===== src/rtl/mersenne_trial.sv =====
// mersenne_trial
//   Sequential trial-factoring engine. Computes 2^p mod q by left-to-right
//   square-and-multiply: for each exponent bit (MSB first) the running value
//   x is squared, reduced mod q by a bit-serial restoring reducer, then
//   doubled mod q when the exponent bit is set. Every exponent bit is scanned,
//   so latency is fixed at EXP_WIDTH*(2*WIDTH+2) cycles from the accept edge.
//   A modulus below 2 is rejected immediately with error set.
//
// Ports
//   sys_clk    : system clock, rising edge
//   sys_rst_n  : asynchronous active-low reset
//   start      : request, sampled only while idle
//   exponent   : p, captured on the accepting edge
//   modulus    : q, captured on the accepting edge
//   residue    : 2^p mod q, held until the next result
//   is_factor  : residue == 1 and no error (q divides 2^p - 1)
//   error      : modulus < 2 for the last transaction
//   busy       : high whenever not idle
//   finished   : one-cycle pulse, result valid
module mersenne_trial #(
  parameter int WIDTH     = 32,
  parameter int EXP_WIDTH = 32
) (
  input  logic                 sys_clk,
  input  logic                 sys_rst_n,
  input  logic                 start,
  input  logic [EXP_WIDTH-1:0] exponent,
  input  logic [WIDTH-1:0]     modulus,
  output logic [WIDTH-1:0]     residue,
  output logic                 is_factor,
  output logic                 error,
  output logic                 busy,
  output logic                 finished
);

  localparam int IDX_W = (EXP_WIDTH > 1) ? $clog2(EXP_WIDTH) : 1;
  localparam int CNT_W = (2 * WIDTH > 1) ? $clog2(2 * WIDTH) : 1;
  localparam logic [CNT_W-1:0] CNT_LAST = CNT_W'(2 * WIDTH - 1);
  localparam logic [IDX_W-1:0] IDX_TOP  = IDX_W'(EXP_WIDTH - 1);

  typedef enum logic [2:0] {
    IDLE,
    SQUARE,
    REDUCE,
    DOUBLE,
    DONE
  } state_t;

  state_t state, state_next;

  logic [EXP_WIDTH-1:0] exp_q;
  logic [WIDTH-1:0]     mod_q;
  logic [WIDTH-1:0]     x;
  logic [2*WIDTH-1:0]   prod;
  logic [WIDTH:0]       rem;
  logic [CNT_W-1:0]     red_cnt;
  logic [IDX_W-1:0]     bit_idx;

  logic                 mod_bad;
  logic [WIDTH:0]       rem_shift;
  logic [WIDTH:0]       rem_red;
  logic [WIDTH:0]       dbl;
  logic [WIDTH:0]       dbl_red;
  logic [WIDTH-1:0]     x_dbl;

  // Since x < q is kept invariant, rem < q before each shift, so the shifted
  // value is < 2q and a single conditional subtract restores rem < q. The
  // same argument bounds the doubling step.
  always_comb begin
    mod_bad   = (modulus < WIDTH'(2));
    rem_shift = {rem[WIDTH-1:0], prod[2*WIDTH-1]};
    rem_red   = (rem_shift >= {1'b0, mod_q}) ? (rem_shift - {1'b0, mod_q}) : rem_shift;
    dbl       = {x, 1'b0};
    dbl_red   = (dbl >= {1'b0, mod_q}) ? (dbl - {1'b0, mod_q}) : dbl;
    x_dbl     = exp_q[bit_idx] ? dbl_red[WIDTH-1:0] : x;
  end

  always_ff @(posedge sys_clk or negedge sys_rst_n) begin
    if (!sys_rst_n) begin
      state <= IDLE;
    end else begin
      state <= state_next;
    end
  end

  always_comb begin
    state_next = state;
    busy       = 1'b1;
    finished   = 1'b0;
    unique case (state)
      IDLE: begin
        busy = 1'b0;
        if (start) begin
          state_next = mod_bad ? DONE : SQUARE;
        end
      end
      SQUARE: state_next = REDUCE;
      REDUCE: begin
        if (red_cnt == CNT_LAST) begin
          state_next = DOUBLE;
        end
      end
      DOUBLE: state_next = (bit_idx == '0) ? DONE : SQUARE;
      DONE: begin
        finished   = 1'b1;
        state_next = IDLE;
      end
      default: state_next = IDLE;
    endcase
  end

  always_ff @(posedge sys_clk or negedge sys_rst_n) begin
    if (!sys_rst_n) begin
      exp_q     <= '0;
      mod_q     <= '0;
      x         <= '0;
      prod      <= '0;
      rem       <= '0;
      red_cnt   <= '0;
      bit_idx   <= '0;
      residue   <= '0;
      is_factor <= 1'b0;
      error     <= 1'b0;
    end else begin
      case (state)
        IDLE: begin
          if (start) begin
            exp_q <= exponent;
            mod_q <= modulus;
            if (mod_bad) begin
              error     <= 1'b1;
              residue   <= '0;
              is_factor <= 1'b0;
            end else begin
              x       <= WIDTH'(1);
              bit_idx <= IDX_TOP;
            end
          end
        end
        SQUARE: begin
          prod    <= {{WIDTH{1'b0}}, x} * {{WIDTH{1'b0}}, x};
          rem     <= '0;
          red_cnt <= '0;
        end
        REDUCE: begin
          rem     <= rem_red;
          prod    <= {prod[2*WIDTH-2:0], 1'b0};
          red_cnt <= red_cnt + CNT_W'(1);
          if (red_cnt == CNT_LAST) begin
            x <= rem_red[WIDTH-1:0];
          end
        end
        DOUBLE: begin
          x <= x_dbl;
          if (bit_idx == '0) begin
            residue   <= x_dbl;
            is_factor <= (x_dbl == WIDTH'(1));
            error     <= 1'b0;
          end else begin
            bit_idx <= bit_idx - IDX_W'(1);
          end
        end
        default: ;
      endcase
    end
  end

endmodule


===== config.mk =====
export PLATFORM = sky130hd
export DESIGN_NAME = mersenne_trial
export DESIGN_NICKNAME = d
export VERILOG_FILES = /design/src/rtl/mersenne_trial.sv
export SDC_FILE = /design/constraint.sdc
export NUM_CORES = 2
export LEC_CHECK = 0
export CAP_MARGIN = 20
export CORE_UTILIZATION = 40
export DETAILED_ROUTE_END_ITERATION = 7
export GPL_ROUTABILITY_DRIVEN = 0
export SLEW_MARGIN = 15
export SYNTH_ARGS = -nofsm -noshare
export SYNTH_HDL_FRONTEND = slang
export SYNTH_SLANG_ARGS = --single-unit

===== constraint.sdc =====
create_clock -name sys_clk -period 14 [get_ports sys_clk]
set_clock_uncertainty 0.1 [all_clocks]
set_input_delay 4.2 -clock sys_clk [delete_from_list [all_inputs] [get_ports sys_clk]]
set_output_delay 4.2 -clock sys_clk [all_outputs]
set_load 0.05 [all_outputs]

==> results by group <==
Drt
  • Drt total wl: roughly 130 mm
  • Vias: between 30000 and 40000
  • Post-route ant nets: 0
  • DRT Pass-1 Iters: 5
  • Via density: around 5.3
  • Initial DRC Count: between 2000 and 3000
  • Post-DR wirelength/cell: approximately 21 microns
  • Drt drc: 0

Die
  • IO Pins: about 100
  • Num rows: 120
  • Die ar.: approximately 0.11 sq mm
  • Die height: approximately 330 microns
  • Initial Util: between 40% and 50%
  • Placeable core area: ~0.11 sq mm
  • Die width: about 330 microns

CTS
  • Clock root buffer: clkbuf_16
  • Post-CTS Resized: 0
  • H-tree levels: 1
  • # hold bufs at CTS: 0
  • Clock Latency Late Sink: around 590 ps
  • Clock buffer depth: 3
  • CTS tree: done
  • Clock Sink Count: 240
  • Num CTS Buffers: 26
  • Register clock-pin slew on the reported worst setup and hold paths: 70 ps
  • Setup Buffers After CTS: 0

Synth
  • Syn Inst Count: ~4800
  • Prevailing post-synth register cell: dfrtp_1
  • Synthesized area per cell: roughly 9.1 sq um
  • Sequential area share after synthesis: approximately 14%
  • Syn nets: between 5000 and 6000
  • Synth async-reset ratio: between 90% and 100%
  • Post-synth EDFFs: 0
  • Synth Cell Area: about 0.043 sq mm
  • Number of distinct library cells after synthesis: just over 80
  • Synthesis Warnings: 0
  • Seq cells post-synth: 240

STA
  • Final worst slack: between 4000 and 5000 ps
  • Hold WS: 379 ps
  • Max Clock Freq: roughly 100 MHz
  • Relative slew slack: between 20% and 30%
  • RSZ-0062 raised after global routing: false
  • Final hold vios: 0
  • Slew Limit Fails: 0
  • Tmin final: 9800 ps
  • Period utilisation layout: between 60% and 70%
  • # setup viols final: 0
  • Final setup TNS: 0 ps
  • Actual slew at the worst max-slew pin: about 1100 ps

Power
  • Pwr per Cell Area: between 30 and 40 mW/mm^2
  • Worst vdd ir: between 0.00006 and 0.00007 V
  • LEAKAGE: around 24 nW
  • Total power: between 1 and 1.5 mW

Run status
  • Status: completed

Run
  • MaxCap Viol Count: 0

Cells and area
  • Fill count: ~10000
  • Multi-input gate area: 0.0325 sq mm
  • Layout cell share with drive strength beyond 1: under 10%
  • Most frequent cells in the layout: 1065 x inv_1, 794 x fa_1, 472 x nand2_1
  • Area delta synth->final: 7.49%
  • Register area: roughly 0.006 sq mm
  • Most common cell after layout, fill and taps aside: inv_1
  • Final-stage net count: just under 6000

Min path
  • Hold Crit Class: register to register
  • Hold_sp: residue[4]
  • Hold Crit Depth: 2
  • Hold endpoint: residue[4]

Worst setup path
  • WP data arrival: roughly 10000 ps
  • Reg-to-Reg End: prod[50]
  • Critical-path maximum fanout: 25
  • Reg2reg start: x[12]
  • CP Data Required Time: ~14000 ps
  • CP Capture Type: register
  • CP Launch Type: register
  • R2r worst-path depth: 27
  • R2R setup slack: around 4200 ps
  • WS Path Type: register to register

Place
  • Worst slack, placed: around 4500 ps
  • Port Buffers: roughly 100
  • Detailed Place HPWL: between 100 and 150 mm

GRT
  • Initial antenna violation count: 5
  • GRT overflow: 0
  • Vias in the first global route: roughly 35000
  • Pin count of the biggest net entering global routing: 109
  • Overall Global Routing Usage: between 20% and 30%
  • First-pass GRT wire length: about 200 mm
==> critical path, stage by stage, from the launching register on <==
cell and delay, ps:
dfrtp_1 320, buf_4 440, inv_1 570, nor2_1 490, fa_1 490, fa_1 500, fa_1 510, inv_1 50
fa_1 480, inv_1 50, fa_1 480, fa_1 500, fa_1 490, inv_1 50, fa_1 520, inv_1 40
ha_1 380, a21oi_1 220, o21ai_0 130, a21oi_1 170, o31ai_1 170, a41oi_1 980, o21ai_1 240, a221oi_1 560
o31ai_1 220, a31oi_1 240, xor2_1 170, o21ai_1 80
==> synth_stat cells, types with 64 or more instances <==
| cell type | count | share of area, % |
|---|---|---|
| dfrtp_1 | 240 | 14 |
| xor2_1 | 72 | 1.5 |
| a21o_1 | 103 | 1.8 |
| a22oi_1 | 64 | 1.1 |
| inv_1 | 1065 | 9.2 |
| xnor2_1 | 85 | 1.7 |
| nor2_1 | 202 | 1.7 |
| ha_1 | 363 | 10 |
| o21ai_0 | 195 | 2.2 |
| nand2_1 | 474 | 4.1 |
| a21oi_1 | 163 | 1.9 |
| and2_1 | 182 | 2.6 |
| clkbuf_1 | 211 | 1.8 |
| fa_1 | 794 | 37 |
==> routing by layer <==
layer	vias up	track usage, %	share of wire (%)
met4	2	6.49	3.1
li1	14771	-	-
met5	-	0	0.010
met1	16627	33.5	44
met3	215	2.97	6.7
met2	1134	38.9	46
==> power by group <==
group | total, mW | switching, mW | internal [mW]
Combinational | 0.0365 | 0.0194 | 0.0171
Sequential | 0.693 | 0.000000848 | 0.693
Clock | 0.736 | 0.321 | 0.415
Total | 1.47 | 0.341 | 1.13
==> area by class of cell <==
type | instances | area share (%)
diodes | 1 | 0.00537
clock buffers | 32 | 1.51
clock inverters | 15 | 0.389
inverters | 1077 | 8.67
multi-input cells | 3213 | 69.7
flip-flops and latches | 240 | 12.9
well taps | 1403 | 3.76
repair buffers | 156 | 3.07
==> registers in the layout, indices dropped and copies added, names as in the netlist <==
register and count:
bit_idx 5, residue 32, mod_q 32, is_factor 1
state 3, x 32, prod 64, red_cnt 6
exp_q 32, rem 32, error 1
==> metrics by stage <==
step / instances / util [%] / cell area, sq um
2_1_floorplan: 4758 / - / 43400
3_3_place_gp: 6089 / 42.6 / 45700
3_5_place_dp: 6089 / 42.6 / 45700
4_1_cts: 6136 / 43.4 / 46600
5_1_grt: 6136 / 43.4 / 46600
6_report: 6137 / 43.4 / 46600
==> worst max path at each step <==
stage               slack [ps]  startpoint  endpoint  cells after the start
floorplan                 5830       x[14]  prod[57]                     31
global placement          4650       x[12]  prod[58]                     27
detailed placement        4500       x[12]  prod[50]                     27
CTS                       4460       x[12]  prod[50]                     27
global route              3860       x[12]  prod[50]                     28
finish                    4200       x[12]  prod[50]                     27
==> logic make-up (layout without fill, tap and decap cells) <==
| logic type | Yosys count | after routing | share of synthesized area (%) |
|---|---|---|---|
| AND/OR/NAND/NOR | 1040 | 1040 | 11.1 |
| other | 0 | 1 | 0 |
| adder cells (fa/ha/maj) | 1157 | 1157 | 47.1 |
| multiplexers | 76 | 76 | 1.93 |
| XOR/XNOR | 157 | 157 | 3.17 |
| flip-flops | 240 | 240 | 13.8 |
| AO/OA/AOI/OAI | 783 | 783 | 11.5 |
| buffers and inverters | 1305 | 1280 | 11.3 |
Power figures use the tool's default switching activity.
